File: config.mk
export PLATFORM = sky130hd
export DESIGN_NAME = spawn_scheduler
export DESIGN_NICKNAME = d
export VERILOG_FILES = /design/src/rtl/game_pkg.sv /design/src/rtl/slot_alloc.sv /design/src/rtl/spawn_scheduler.sv
export SDC_FILE = /design/constraint.sdc
export NUM_CORES = 1
export LEC_CHECK = 0
export ABC_AREA = 1
export BUFFER_PORTS_ARGS = -buffer_cell sky130_fd_sc_hd__buf_2
export CORE_MARGIN = 1
export CORE_UTILIZATION = 45
export CTS_BUF_LIST = sky130_fd_sc_hd__clkbuf_4 sky130_fd_sc_hd__clkbuf_8
export DETAILED_ROUTE_END_ITERATION = 7
export PLACE_DENSITY = 0.66
export SKIP_LAST_GASP = 1
export SYNTH_ARGS = -nofsm -noshare
export SYNTH_HDL_FRONTEND = slang
export SYNTH_SLANG_ARGS = --single-unit
File: constraint.sdc
create_clock -name frame_clk -period 3.1 [get_ports frame_clk]
set_input_delay 0.155 -clock frame_clk [delete_from_list [all_inputs] [get_ports frame_clk]]
set_output_delay 0.155 -clock frame_clk [all_outputs]
set_load 0.005 [all_outputs]
File: src/rtl/game_pkg.sv
// rtl/game_pkg.sv - shared types and default constants for the game-level sequencer
// Purpose: phase/difficulty/spawn-kind enums and the default enemy spawn periods (frames).
// Ports: none (package).
package game_pkg;

  typedef enum logic [1:0] {
    PH_IDLE      = 2'd0,
    PH_COUNTDOWN = 2'd1,
    PH_PLAYING   = 2'd2,
    PH_OVER      = 2'd3
  } phase_t;

  typedef enum logic [1:0] {
    DIFF_EASY   = 2'd0,
    DIFF_NORMAL = 2'd1,
    DIFF_HARD   = 2'd2
  } diff_t;

  typedef enum logic {
    KIND_ENEMY   = 1'b0,
    KIND_POWERUP = 1'b1
  } spawn_kind_t;

  localparam int DEF_EASY_PERIOD   = 180;
  localparam int DEF_NORMAL_PERIOD = 120;
  localparam int DEF_HARD_PERIOD   = 60;

endpackage

File: src/rtl/slot_alloc.sv
// rtl/slot_alloc.sv - combinational lowest-index free slot finder
// Purpose: reports whether any slot is free and the index of the lowest free one.
// Ports:
//   busy  in  NUM_SLOTS  slot occupancy
//   found out 1          at least one slot is free
//   idx   out IDX_W      lowest free slot index (0 when none free)
module slot_alloc #(
  parameter int NUM_SLOTS = 4,
  localparam int IDX_W = $clog2(NUM_SLOTS)
) (
  input  logic [NUM_SLOTS-1:0] busy,
  output logic                 found,
  output logic [IDX_W-1:0]     idx
);

  // Scan from the top down so the last hit is the lowest free index.
  always_comb begin
    found = 1'b0;
    idx   = '0;
    for (int i = NUM_SLOTS - 1; i >= 0; i--) begin
      if (!busy[i]) begin
        found = 1'b1;
        idx   = IDX_W'(i);
      end
    end
  end

endmodule

File: src/rtl/spawn_scheduler.sv
// rtl/spawn_scheduler.sv - game phase sequencer and enemy/powerup spawn scheduler
// Purpose: runs IDLE/COUNTDOWN/PLAYING/OVER, times enemy and powerup spawns, and
// grants them round-robin into the lowest free object slot as a one-frame pulse.
// Optional: SPAWN_STATS_EN adds saturating drop counters enemy_drops / pwr_drops.
// Ports:
//   frame_clk, Reset_n                     frame clock, async active-low reset
//   easy/normal/hard_selected              menu selects (level)
//   game_over                              player dead (level)
//   lfsr_pos, lfsr_timer                   random spawn x / powerup reload sources
//   slot_release                           per-slot free pulse
//   phase, difficulty                      current phase and latched difficulty
//   spawn_valid, spawn_kind, spawn_slot, spawn_x   registered spawn pulse and payload
//   slot_busy, powerup_exists              occupancy and live-powerup flag
module spawn_scheduler
  import game_pkg::*;
#(
  parameter int NUM_SLOTS        = 4,
  parameter int X_OFFSET         = 84,
  parameter int COUNTDOWN_FRAMES = 120,
  parameter int EASY_PERIOD      = DEF_EASY_PERIOD,
  parameter int NORMAL_PERIOD    = DEF_NORMAL_PERIOD,
  parameter int HARD_PERIOD      = DEF_HARD_PERIOD,
  localparam int IDX_W = $clog2(NUM_SLOTS)
) (
  input  logic                 frame_clk,
  input  logic                 Reset_n,
  input  logic                 easy_selected,
  input  logic                 normal_selected,
  input  logic                 hard_selected,
  input  logic                 game_over,
  input  logic [8:0]           lfsr_pos,
  input  logic [8:0]           lfsr_timer,
  input  logic [NUM_SLOTS-1:0] slot_release,
  output logic [1:0]           phase,
  output logic [1:0]           difficulty,
  output logic                 spawn_valid,
  output logic                 spawn_kind,
  output logic [IDX_W-1:0]     spawn_slot,
  output logic [9:0]           spawn_x,
  output logic [NUM_SLOTS-1:0] slot_busy,
`ifdef SPAWN_STATS_EN
  output logic [7:0]           enemy_drops,
  output logic [7:0]           pwr_drops,
`endif
  output logic                 powerup_exists
);

  localparam int CD_W = (COUNTDOWN_FRAMES > 1) ? $clog2(COUNTDOWN_FRAMES) : 1;
  localparam int ET_W = 8;

  phase_t                state, state_nxt;
  diff_t                 diff_q;
  logic [CD_W-1:0]       cd_cnt;
  logic [ET_W-1:0]       enemy_timer;
  logic [8:0]            pwr_timer;
  logic                  enemy_pend, pwr_pend;
  spawn_kind_t           last_kind, grant_kind;
  logic [NUM_SLOTS-1:0]  slot_kind, grant_mask;
  logic                  any_sel, grant, slot_found, e_exp, p_exp;
  logic [IDX_W-1:0]      free_idx;

  function automatic logic [ET_W-1:0] period_m1(input diff_t d);
    case (d)
      DIFF_HARD:   return ET_W'(HARD_PERIOD - 1);
      DIFF_NORMAL: return ET_W'(NORMAL_PERIOD - 1);
      default:     return ET_W'(EASY_PERIOD - 1);
    endcase
  endfunction

  slot_alloc #(.NUM_SLOTS(NUM_SLOTS)) u_alloc (
    .busy  (slot_busy),
    .found (slot_found),
    .idx   (free_idx)
  );

  assign any_sel        = easy_selected | normal_selected | hard_selected;
  assign powerup_exists = |(slot_busy & slot_kind);
  assign e_exp          = (enemy_timer == '0);
  assign p_exp          = (pwr_timer == '0);

  always_ff @(posedge frame_clk or negedge Reset_n) begin
    if (!Reset_n) state <= PH_IDLE;
    else          state <= state_nxt;
  end

  always_comb begin
    state_nxt = state;
    case (state)
      PH_IDLE:      if (any_sel)        state_nxt = PH_COUNTDOWN;
      PH_COUNTDOWN: if (cd_cnt == '0)   state_nxt = PH_PLAYING;
      PH_PLAYING:   if (game_over)      state_nxt = PH_OVER;
      PH_OVER:      if (!any_sel)       state_nxt = PH_IDLE;
      default:                          state_nxt = PH_IDLE;
    endcase
  end

  // Grant is decided from registered state only; game_over suppresses it on the exit edge.
  always_comb begin
    phase      = state;
    difficulty = diff_q;
    grant      = (state == PH_PLAYING) && !game_over && slot_found && (enemy_pend || pwr_pend);
    if (enemy_pend && pwr_pend)
      grant_kind = (last_kind == KIND_ENEMY) ? KIND_POWERUP : KIND_ENEMY;
    else
      grant_kind = pwr_pend ? KIND_POWERUP : KIND_ENEMY;
    grant_mask = grant ? (NUM_SLOTS'(1) << free_idx) : '0;
  end

  always_ff @(posedge frame_clk or negedge Reset_n) begin
    if (!Reset_n) begin
      diff_q      <= DIFF_EASY;
      cd_cnt      <= '0;
      enemy_timer <= '0;
      pwr_timer   <= '0;
      enemy_pend  <= 1'b0;
      pwr_pend    <= 1'b0;
      last_kind   <= KIND_POWERUP;
      slot_busy   <= '0;
      slot_kind   <= '0;
      spawn_valid <= 1'b0;
      spawn_kind  <= 1'b0;
      spawn_slot  <= '0;
      spawn_x     <= '0;
    end else begin
      spawn_valid <= grant;
      slot_busy   <= (slot_busy & ~slot_release) | grant_mask;
      if (grant) begin
        spawn_kind           <= grant_kind;
        spawn_slot           <= free_idx;
        spawn_x              <= {1'b0, lfsr_pos} + 10'(X_OFFSET);
        last_kind            <= grant_kind;
        slot_kind[free_idx]  <= grant_kind;
      end
      case (state)
        PH_IDLE: begin
          if (any_sel) begin
            diff_q <= hard_selected ? DIFF_HARD : (normal_selected ? DIFF_NORMAL : DIFF_EASY);
            cd_cnt <= CD_W'(COUNTDOWN_FRAMES - 1);
          end
        end
        PH_COUNTDOWN: begin
          if (cd_cnt == '0) begin
            enemy_timer <= period_m1(diff_q);
            pwr_timer   <= 9'd511;
          end else begin
            cd_cnt <= cd_cnt - CD_W'(1);
          end
        end
        PH_PLAYING: begin
          if (game_over) begin
            enemy_pend <= 1'b0;
            pwr_pend   <= 1'b0;
          end else begin
            enemy_timer <= e_exp ? period_m1(diff_q) : enemy_timer - ET_W'(1);
            pwr_timer   <= p_exp ? lfsr_timer : pwr_timer - 9'd1;
            // Clear-on-grant first so a same-edge expiry re-arms the flag.
            if (grant && grant_kind == KIND_ENEMY)   enemy_pend <= 1'b0;
            if (grant && grant_kind == KIND_POWERUP) pwr_pend   <= 1'b0;
            if (e_exp)                                enemy_pend <= 1'b1;
            if (p_exp && !powerup_exists && !pwr_pend) pwr_pend  <= 1'b1;
          end
        end
        PH_OVER: begin
          enemy_pend <= 1'b0;
          pwr_pend   <= 1'b0;
          if (!any_sel) begin
            slot_busy <= '0;
            slot_kind <= '0;
          end
        end
        default: ;
      endcase
    end
  end

`ifdef SPAWN_STATS_EN
  // A drop is an expiry that finds its flag still set and not being granted this edge.
  always_ff @(posedge frame_clk or negedge Reset_n) begin
    if (!Reset_n) begin
      enemy_drops <= '0;
      pwr_drops   <= '0;
    end else if (state == PH_IDLE && any_sel) begin
      enemy_drops <= '0;
      pwr_drops   <= '0;
    end else if (state == PH_PLAYING && !game_over) begin
      if (e_exp && enemy_pend && !(grant && grant_kind == KIND_ENEMY) && enemy_drops != 8'hFF)
        enemy_drops <= enemy_drops + 8'd1;
      if (p_exp && pwr_pend && !(grant && grant_kind == KIND_POWERUP) && pwr_drops != 8'hFF)
        pwr_drops <= pwr_drops + 8'd1;
    end
  end
`endif

endmodule

==> results of run 1 <==
## per-stage QoR
step | util | setup slack, ps | cell area (µm²) | cells | hold slack [ps]
2_1_floorplan | - | 1530 | 3220 | 440 | -141
3_3_place_gp | 0.513 | 943 | 3520 | 580 | 268
3_5_place_dp | 0.513 | 833 | 3520 | 580 | 268
4_1_cts | 0.531 | 856 | 3650 | 589 | 23.3
5_1_grt | 0.531 | 634 | 3650 | 589 | 24.2
6_report | 0.531 | 865 | 3650 | 589 | 31.3
## metal layers
metal / part of all wire / global-route usage / up-vias / wire, µm
li1: - / - / 1481 / -
met1: 0.49 / 0.275 / 1317 / 3400
met4: 0.015 / 0.0697 / 0 / 105
met2: 0.46 / 0.335 / 62 / 3200
met3: 0.033 / 0.0362 / 12 / 228
met5: 0 / 0 / - / 0
## where the power goes
part           switching (mW)  leakage, nW  internal [mW]
Clock                   0.237       0.0585          0.242
Sequential              0.157        0.663          0.859
Combinational           0.773         1.27          0.436
## synth_stat cells
| cell | count |
|---|---|
| nand2_1 | 168 |
| dfrtp_1 | 52 |
| inv_1 | 45 |
| nor2_1 | 41 |
| nand3_1 | 33 |
| o21ai_0 | 16 |
| ha_1 | 11 |
| nand4_1 | 7 |
| nor2_4 | 6 |
| a21oi_1 | 5 |
| nor2_2 | 5 |
| buf_6 | 4 |
| inv_2 | 4 |
| nand2_2 | 4 |
| o21ai_1 | 4 |
| o21ai_2 | 4 |
| xor2_1 | 4 |
| or2_2 | 3 |
| buf_4 | 2 |
| nand2_4 | 2 |
| nand3b_1 | 2 |
| o21a_1 | 2 |
| xnor2_1 | 2 |
| a21boi_4 | 1 |
| a21o_1 | 1 |
| a22oi_1 | 1 |
| a31oi_1 | 1 |
| buf_8 | 1 |
| clkinv_1 | 1 |
| dfstp_2 | 1 |
| inv_4 | 1 |
| nand3_2 | 1 |
| nor3_1 | 1 |
| nor3_2 | 1 |
| nor3b_1 | 1 |
| o22ai_1 | 1 |
| o31ai_1 | 1 |
## state kept, by name, indices dropped and copies added (netlist names), 2 cells and up
signal,flops
spawn_slot,2
slot_busy,4
slot_kind,4
spawn_x,10
difficulty,2
enemy_timer,8
phase,2
pwr_timer,9
cd_cnt,7
## worst max-delay path by stage
stage / endpoint / slack (ps) / cells past startpoint
after floorplan: spawn_slot[0] / 1530 / 10
after global placement: spawn_x[9] / 940 / 8
after detailed placement: spawn_x[9] / 830 / 8
after CTS: spawn_x[9] / 860 / 8
after global routing: spawn_x[9] / 630 / 8
final: spawn_x[9] / 870 / 8
## cells by family after synthesis
logic type	share of synthesized area
simple gates	0.374
buf+inv	0.0835
flops	0.412
compound gates	0.0711
fa+ha+maj	0.0427
xor+xnor	0.0163
## cell type report
| type | count | area [µm²] |
|---|---|---|
| Multi-Input combinational cell | 329 | 1630 |
| Tap cell | 96 | 120 |
| Timing Repair Buffer | 52 | 268 |
| Sequential cell | 53 | 1330 |
| Clock buffer | 5 | 68.8 |
| Inverter | 51 | 194 |
| Clock inverter | 3 | 43.8 |
| Fill cell | 693 | 3220 |
## what timing repair did
action                                 in CTS  in global routing
buffers inserted                            0                  0
endpoints found under the hold margin      32                  0
hold buffers                                1                  0
## critical path, cell delays in order (launching register included)
cell and delay, ps:
dfrtp_1 430, inv_1 90, ha_1 440, nand2_4 130, nor2_2 170, nand2_2 300, inv_1 390, nand2_1 80
o21ai_0 140
==> impl_metrics.env, run 1 <==
export IMPL_final_hold_viol_count=0
export IMPL_syn2layout_area_growth_pct=13.2
export IMPL_synth_top_area_share=0.404
export IMPL_clock_sinks=53
export IMPL_num_rows=30
export IMPL_dr_pass1_iters=5
export IMPL_crit_required_ps=3340
export IMPL_insertion_delay_ps=310
export IMPL_startpoint_type="flip-flop"
export IMPL_post_cts_resize_count=0
export IMPL_final_cell_mix="168 x nand2_1, 52 x dfrtp_1, 50 x buf_2"
export IMPL_startpoint="phase[0]"
export IMPL_drive_above_1_share=0.187
export IMPL_syn_nets=479
export IMPL_wl_um=6940
export IMPL_syn_avg_cell_area_um2=7.32
export IMPL_worst_pin_slew_ps=721
export IMPL_core_um2=6870
export IMPL_synth_top_cell_by_area="dfrtp_1"
export IMPL_finClkSkew_ps=9.24
export IMPL_drt_initial_drc_count=157
export IMPL_r2r_start="phase[0]"
export IMPL_slew_violations=0
export IMPL_syn_inst=440
export IMPL_antenna_found_initial=0
export IMPL_cts_reportedPaths_clkPinSlew_ps=100
export IMPL_total_power_mw=2.70
export IMPL_cts_tree="built"
export IMPL_io_pins=51
export IMPL_mostFrequentLayoutCell="nand2_1"
export IMPL_regToRegEndpoint="spawn_x[9]"
export IMPL_vias=2872
export IMPL_fmax_ghz=0.447
export IMPL_r2r_cells=8
export IMPL_cts_buffers=5
export IMPL_rsz0062_at_grt="false"
export IMPL_die_area_um2=7500
export IMPL_yosys_warnings=0
export IMPL_grt_pass1_wl_um=12200
export IMPL_clockBufferDepth=2
export IMPL_critPathCaptureType="flip-flop"
export IMPL_yosysUniqueCellTypes=37
export IMPL_globalplace_congestion=0.876
export IMPL_synth_area_top_cells="dfrtp_1 40%, nand2_1 20%, inv_1 5.2%"
export IMPL_antenna_cells=0
export IMPL_holdCritStartpoint="lfsr_pos[1]"
export IMPL_grt_pass1_vias=2693
export IMPL_critical_path_max_fanout=22
export IMPL_io_buffer_count=50
export IMPL_hp_class="input port to flip-flop"
export IMPL_vias_per_cell=4.88
export IMPL_status="finished, final reports clean"
export IMPL_nets=531
export IMPL_timing_max_slew_rel_slack=0.519
export IMPL_setup_viol=0
export IMPL_min_path_cells=3
export IMPL_initial_core_util=0.469
export IMPL_cap_violations=0
export IMPL_p_per_area_nw_per_um2=741
export IMPL_r2r_slack_ps=870
export IMPL_die_w_um=86.6
export IMPL_drt_drc_violations_left=0
export IMPL_fp_dieH_um=86.6
export IMPL_hold_path_endpoint="spawn_x[1]"
export IMPL_vdd_drop_max_uv=299
export IMPL_wire_per_inst_um=11.8
export IMPL_crit_arrival_ps=2480
export IMPL_critical_path_class="flip-flop to flip-flop"
export IMPL_synth_seq_area_share=0.412
export IMPL_fin_crit_ps=2230
export IMPL_grt_ovfl_total=0
export IMPL_h_tree_depth=2
export IMPL_tns_ps=0
export IMPL_finalCritPeriodShare=0.721
export IMPL_hpwlAfterDp_um=5170
export IMPL_netlist_area_um2=3220
export IMPL_cellLeakagePower_nw=1.99
export IMPL_grt_max_degree=34
export IMPL_ant_nets=0
export IMPL_ys_ff_latch=53
export IMPL_grt_usage=0.205
export IMPL_cts_root_buf="clkbuf_8"
Note: power is estimated with default switching activity, not from simulation.
==> run 2: changes to the inputs <==
--- a/config.mk
+++ b/config.mk
@@ -5,13 +5,13 @@
 export SDC_FILE = /design/constraint.sdc
 export NUM_CORES = 1
 export LEC_CHECK = 0
-export ABC_AREA = 1
+export ABC_AREA = 0
 export BUFFER_PORTS_ARGS = -buffer_cell sky130_fd_sc_hd__buf_2
 export CORE_MARGIN = 1
 export CORE_UTILIZATION = 45
 export CTS_BUF_LIST = sky130_fd_sc_hd__clkbuf_4 sky130_fd_sc_hd__clkbuf_8
 export DETAILED_ROUTE_END_ITERATION = 7
-export PLACE_DENSITY = 0.66
+export PLACE_DENSITY = 0.69
 export SKIP_LAST_GASP = 1
 export SYNTH_ARGS = -nofsm -noshare
 export SYNTH_HDL_FRONTEND = slang
==> constraint.sdc (replaced) <==
create_clock -name frame_clk -period 1.9 [get_ports frame_clk]
set_input_delay 0.095 -clock frame_clk [delete_from_list [all_inputs] [get_ports frame_clk]]
set_output_delay 0.095 -clock frame_clk [all_outputs]
set_load 0.005 [all_outputs]
==> run 2 against run 1 <==
The run now ends with DRC, setup timing left. Maximum frequency increased by 10%. Die area shrank 6.3%. Largest power group unchanged. Final area increased by 8.3%.
==> impl_metrics.env, run 2 <==
export IMPL_synth_area_top_cells="dfrtp_1 43%, ha_1 4.6%, o21ai_0 4.0%"
export IMPL_regMostFlops="spawn_x"
export IMPL_drt_drc_violations_left=14
export IMPL_core_um2=6420
export IMPL_final_cell_mix="52 x dfrtp_1, 51 x buf_2, 45 x buf_4"
export IMPL_rsz0062_at_grt="true"
export IMPL_seqCellArea_um2=1330
export IMPL_nets=453
export IMPL_mostFrequentLayoutCell="dfrtp_1"
export IMPL_netlist_area_um2=3020
export IMPL_setup_viol=19
export IMPL_die_w_um=83.9
export IMPL_p_per_area_nw_per_um2=1200
export IMPL_cap_violations=0
export IMPL_clockBufferDepth=2
export IMPL_final_util=0.615
export IMPL_crit_required_ps=2080
export IMPL_status="finished, violations left"
export IMPL_cts_root_buf="clkbuf_8"
export IMPL_syn2layout_area_growth_pct=31.0
export IMPL_syn_inst=318
export IMPL_synth_common_cells="52 x dfrtp_1, 27 x nor2_1, 25 x inv_1"
export IMPL_grt_max_degree=35
export IMPL_ant_nets=0
export IMPL_dr_pass1_iters=6
export IMPL_die_area_um2=7030
export IMPL_insertion_delay_ps=300
export IMPL_yosysUniqueCellTypes=61
export IMPL_hold_slack_ps=16.6
export IMPL_slew_violations=0
export IMPL_r2r_start="cd_cnt[1]"
export IMPL_syn_avg_cell_area_um2=9.48
export IMPL_fin_crit_ps=2030
export IMPL_multi_input_area_um2=1630
export IMPL_timing_max_slew_rel_slack=0.647
export IMPL_drt_initial_drc_count=185
export IMPL_startpoint="cd_cnt[1]"
export IMPL_syn_nets=357
export IMPL_yosys_cell_count_top_type="dfrtp_1"
export IMPL_finalCritPeriodShare=1.07
export IMPL_critPathCaptureType="flip-flop"
export IMPL_vias_per_cell=5.72
export IMPL_ys_ff_latch=53
export IMPL_vdd_drop_max_uv=859
export IMPL_h_tree_depth=2
export IMPL_worst_pin_slew_ps=525
export IMPL_grt_pass1_wl_um=12400
export IMPL_nFillCells=548
export IMPL_critical_path_class="flip-flop to flip-flop"
export IMPL_stdcell_area_um2=3950
export IMPL_wl_um=7500
export IMPL_startpoint_type="flip-flop"
export IMPL_synth_seq_area_share=0.440
export IMPL_cts_buffers=5
export IMPL_violations="DRC, setup timing"
export IMPL_antenna_found_initial=0
export IMPL_yosys_warnings=0
export IMPL_hp_class="input port to flip-flop"
export IMPL_clock_sinks=53
export IMPL_finClkSkew_ps=9.69
export IMPL_async_reset_ff_frac=1.00
export IMPL_synth_edf_count=0
export IMPL_grt_pass1_vias=2679
export IMPL_globalplace_congestion=0.856
export IMPL_cellLeakagePower_nw=1.84
export IMPL_r2r_cells=7
export IMPL_r2r_slack_ps=-130
export IMPL_hpwlAfterDp_um=5320
export IMPL_drive_above_1_share=0.342
export IMPL_placed_area_um2=3670
export IMPL_wire_per_inst_um=15.2
export IMPL_antenna_cells=0
export IMPL_grt_ovfl_total=0
export IMPL_grt_usage=0.216
export IMPL_num_rows=29
export IMPL_fmax_ghz=0.492
export IMPL_cts_tree="built"
export IMPL_vias=2812
export IMPL_regToRegEndpoint="phase[0]"
export IMPL_io_buffer_count=50
export IMPL_synth_top_area_share=0.432
export IMPL_ys_flop_type="dfrtp_1"
export IMPL_crit_arrival_ps=2220
export IMPL_fp_dieH_um=83.9
export IMPL_synth_top_cell_by_area="dfrtp_1"
export IMPL_worst_slack_ps=-131
export IMPL_worstSetupEndpoint="phase[0]"
export IMPL_cts_reportedPaths_clkPinSlew_ps=100
export IMPL_largest_register_ffs=10
export IMPL_initial_core_util=0.470
export IMPL_critical_path_max_fanout=8
export IMPL_final_hold_viol_count=0
export IMPL_io_pins=51
export IMPL_top_regs="spawn_x: 10 flops, pwr_timer: 9 flops, enemy_timer: 8 flops"
run 2: cell types whose count changed after synthesis, sizes merged, moves of 5 or more:
| cell | change |
|---|---|
| inv | -25 |
| a22oi | +7 |
| nand2 | -154 |
| nor2 | -25 |
| a21oi | +13 |
| nand4 | -5 |
| mux2i | +5 |
| nand3 | -29 |
| clkbuf | +9 |
| nor3 | +7 |
| mux2 | +6 |
run 2: critical path, cell delays in order (launching register included):
cell and delay (ps):
dfrtp_1 390, inv_1 60, ha_2 180, or4b_4 500, o31ai_4 280, buf_12 160, nand2_1 40, o32a_1 300
run 2: what timing repair did:
action,CTS,global route
hold endpoints to repair,19,0
gates resized for setup,3,12
hold buffers,1,0
gates cloned,0,1
setup endpoints to repair,20,33
pin swaps,3,4
setup buffers,8,4
run 2: stage by stage:
| stage | setup TNS, ps | instances | worst slack, ps | power [mW] |
|---|---|---|---|---|
| 6_report | -1810 | 492 | -131 | 4.74 |
| 5_1_grt | -3530 | 492 | -224 | 5.03 |
| 4_1_cts | -1810 | 487 | -146 | 4.58 |
| 3_5_place_dp | -1480 | 470 | -157 | 3.63 |
| 3_3_place_gp | -412 | 470 | -69.5 | 3.58 |
| 2_1_floorplan | -1380 | 318 | -131 | 2.75 |
run 2: how the worst min path moves through the flow:
stage          slack (ps)         from           end  depth (start not counted)
3_5_place_dp           90      Reset_n  slot_busy[2]                          1
6_report               20  lfsr_pos[2]    spawn_x[2]                          2
4_1_cts                 7  lfsr_pos[2]    spawn_x[2]                          2
2_1_floorplan        -200      Reset_n     cd_cnt[0]                          0
3_3_place_gp           90      Reset_n  slot_busy[2]                          1
5_1_grt                10  lfsr_pos[1]    spawn_x[1]                          2
run 2: final cells by class:
class / count / share of cell area
multi-input combinational: 228 / 0.412
timing repair buffer: 101 / 0.173
tap: 77 / 0.0244
inverter: 25 / 0.0247
clock buffer: 6 / 0.0209
clock inverter: 2 / 0.00950
sequential: 53 / 0.336
run 2: report_power, final:
group	switching [mW]	internal, mW
Sequential	0.184	1.33
Clock	0.375	0.429
Combinational	1.20	1.21
run 2: kinds of logic after synthesis:
group / synth area share
AOI/OAI and AO/OA: 0.239
and+or+nand+nor: 0.173
DFF: 0.440
buffers and inverters: 0.0481
muxes: 0.0390
adders and majority gates: 0.0456
xor gates and xnor gates: 0.0145
run 2: per-layer routing:
metal | up-vias | track usage | share of wire
li1 | 1373 | - | -
met1 | 1353 | 0.279 | 0.45
met2 | 78 | 0.379 | 0.50
met3 | 8 | 0.0346 | 0.041
met4 | 0 | 0.0486 | 0.0099
met5 | - | 0 | 0
==> run 3: changes to the inputs <==
--- a/config.mk
+++ b/config.mk
@@ -12,7 +12,9 @@
 export CTS_BUF_LIST = sky130_fd_sc_hd__clkbuf_4 sky130_fd_sc_hd__clkbuf_8
 export DETAILED_ROUTE_END_ITERATION = 7
 export PLACE_DENSITY = 0.69
+export REMOVE_ABC_BUFFERS = 1
 export SKIP_LAST_GASP = 1
 export SYNTH_ARGS = -nofsm -noshare
 export SYNTH_HDL_FRONTEND = slang
+export SYNTH_HIERARCHICAL = 1
 export SYNTH_SLANG_ARGS = --single-unit
==> run 3 against run 2 <==
Critical path depth up 2. Total power shrank 3.7%. Combinational power about the same. The flow finishes with violations (DRC). Highest routed layer unchanged. Core utilization grew 1.4 points. Global-route usage decreased by 0.098 points. Sequential power is essentially flat. Die area up 1.3%. Synthesized area is 1.3% higher. Wire length increased by 2.8%. Largest power group unchanged. Clock power fell by 19%. Critical endpoint is now cd_cnt[3].
==> impl_metrics.env, run 3 <==
export IMPL_status="finished, violations left"
export IMPL_violations="DRC"
export IMPL_critical_path_class="flip-flop to flip-flop"
export IMPL_worst_path_max_delay_cell="dfrtp_1"
export IMPL_cellLeakagePower_nw=1.89
export IMPL_ys_ff_latch=53
export IMPL_hold_slack_ps=17.5
export IMPL_slew_violations=0
export IMPL_cap_violations=0
export IMPL_grt_pass1_vias=2748
export IMPL_async_reset_ff_frac=1.00
export IMPL_die_w_um=84.4
export IMPL_finalCritPeriodShare=0.992
export IMPL_synth_edf_count=0
export IMPL_nFillCells=541
export IMPL_max_stage_delay_ps=360
export IMPL_yosys_cell_count_top_type="dfrtp_1"
export IMPL_critPathMostFrequentCell="buf_4"
export IMPL_top_regs="spawn_x: 10 flops, pwr_timer: 9 flops, enemy_timer: 8 flops"
export IMPL_ant_nets=0
export IMPL_total_power_mw=4.56
export IMPL_synth_top_cell_by_area="dfrtp_1"
export IMPL_clockBufferDepth=2
export IMPL_insertion_delay_ps=300
export IMPL_antenna_cells=0
export IMPL_drive_above_1_share=0.350
export IMPL_syn_avg_cell_area_um2=9.37
export IMPL_regMostFlops="spawn_x"
export IMPL_holdCritStartpoint="lfsr_pos[2]"
export IMPL_cp_num_buf_inv=4
export IMPL_fmax_ghz=0.531
export IMPL_startpoint="cd_cnt[0]"
export IMPL_io_pins=51
export IMPL_synth_area_top_cells="dfrtp_1 43%, nand2_1 4.5%, ha_1 4.5%"
export IMPL_final_hold_viol_count=0
export IMPL_mostFrequentLayoutCell="dfrtp_1"
export IMPL_synth_seq_area_share=0.435
export IMPL_path_delay_family="compound AO/OA/AOI/OAI gates"
export IMPL_startpoint_type="flip-flop"
export IMPL_worst_slack_ps=16.0
export IMPL_fp_dieH_um=84.4
export IMPL_cts_reportedPaths_clkPinSlew_ps=90
export IMPL_cts_root_buf="clkbuf_8"
export IMPL_vias=2916
export IMPL_dr_pass1_iters=6
export IMPL_cts_buffers=5
export IMPL_worst_pin_slew_ps=503
export IMPL_synth_common_cells="52 x dfrtp_1, 37 x nand2_1, 29 x nor2_1"
export IMPL_syn2layout_area_growth_pct=33.1
export IMPL_synth_top_area_share=0.426
export IMPL_ys_flop_type="dfrtp_1"
export IMPL_vdd_drop_max_uv=797
export IMPL_grt_ovfl_total=0
export IMPL_final_util=0.629
export IMPL_wl_um=7710
export IMPL_grt_max_degree=34
export IMPL_hpwlAfterDp_um=5530
export IMPL_drt_drc_violations_left=14
export IMPL_finClkSkew_ps=9.91
export IMPL_rsz0062_at_grt="true"
export IMPL_io_buffer_count=50
export IMPL_critical_path_max_fanout=9
export IMPL_netlist_area_um2=3050
export IMPL_globalplace_congestion=0.859
export IMPL_cts_tree="built"
export IMPL_yosys_warnings=6
export IMPL_hp_class="input port to flip-flop"
export IMPL_core_um2=6460
export IMPL_die_area_um2=7120
export IMPL_path_cells="inv_1 -> ha_4 -> nor4b_4 -> buf_4 -> buf_4 -> a311oi_1 -> buf_4 -> a21oi_1 -> a31o_2"
export IMPL_grt_usage=0.215
export IMPL_drt_initial_drc_count=215
export IMPL_wire_per_inst_um=15.2
export IMPL_crit_arrival_ps=2080
export IMPL_yosysUniqueCellTypes=61
export IMPL_largest_register_ffs=10
export IMPL_initial_core_util=0.473
export IMPL_nets=470
export IMPL_clock_sinks=53
export IMPL_grt_pass1_wl_um=12400
export IMPL_syn_inst=326
export IMPL_setup_viol=0
export IMPL_timing_max_slew_rel_slack=0.665
export IMPL_crit_required_ps=2100
export IMPL_antenna_found_initial=0
export IMPL_final_cell_mix="52 x dfrtp_1, 51 x buf_4, 50 x buf_2"
export IMPL_p_per_area_nw_per_um2=1120
export IMPL_r2r_start="cd_cnt[0]"
export IMPL_vias_per_cell=5.73
export IMPL_critPathCaptureType="flip-flop"
export IMPL_num_rows=29
export IMPL_place_worst_setup_slack_ps=-37.0
export IMPL_h_tree_depth=2
export IMPL_fin_crit_ps=1880
export IMPL_tns_ps=0
[run 3: cell count changes in the layout (fill, tap and decap cells not counted), moves of 4 or more]
| cell | change |
|---|---|
| inv_2 | +5 |
| o21ai_0 | +4 |
| buf_4 | +6 |
| nand2_1 | +17 |
| inv_1 | -5 |
| mux2_2 | -4 |
| nand2b_1 | +4 |
[run 3: cells by family (layout without fill, tap and decap cells)]
logic type               after synthesis  count (layout)  synth area share
adder cells (fa/ha/maj)               11              11            0.0451
XOR/XNOR                               5               5            0.0143
multiplexers                           7               7            0.0238
AND/OR/NAND/NOR                      121             121             0.204
buffers and inverters                 33             139            0.0479
AO/OA/AOI/OAI                         96              96             0.230
flip-flops                            53              53             0.435
[run 3: layer usage]
metal / global-route usage / up-vias / wire length [µm]
li1: - / 1411 / -
met3: 0.0334 / 15 / 354
met5: 0 / - / 0
met4: 0.0663 / 0 / 136
met2: 0.358 / 87 / 3680
met1: 0.290 / 1403 / 3540
[run 3: path summary, 6_finish.rpt]
kind,end,slack [ps],cells past startpoint
setup / recovery,cd_cnt[3],20,9
max in group asynchronous,last_kind,1000,3
hold / removal,spawn_x[2],20,2
hold reg to reg,spawn_x[0],480,2
setup reg to reg,cd_cnt[3],20,9
min in group asynchronous,spawn_x[2],290,2
[run 3: what timing repair did]
action	in CTS	in global routing
pin swaps	0	12
gates cloned	0	0
setup buffers	0	11
hold buffers	3	0
hold endpoints to repair	22	0
endpoints found under the setup margin	4	30
gates resized for setup	3	37
[run 3: per-stage QoR]
stage | area (µm²) | cells
2_1_floorplan | 3000 | 317
3_3_place_gp | 3680 | 487
3_5_place_dp | 3680 | 487
4_1_cts | 3820 | 498
5_1_grt | 4070 | 509
6_report | 4070 | 509
[run 3: power breakdown]
group | switching, mW | leakage (nW) | internal (mW)
combinational | 1.22 | 1.23 | 1.17
sequential | 0.210 | 0.622 | 1.31
clock | 0.358 | 0.0453 | 0.290
[run 3: final cells by class]
class | count | area (µm²) | area share
flip-flops and latches | 53 | 1330 | 0.327
inverters | 24 | 90.1 | 0.0222
clock buffers | 7 | 83.8 | 0.0206
repair buffers | 107 | 706 | 0.174
multi-input cells | 240 | 1750 | 0.432
well taps | 77 | 96.3 | 0.0237
clock inverters | 1 | 7.51 | 0.00185
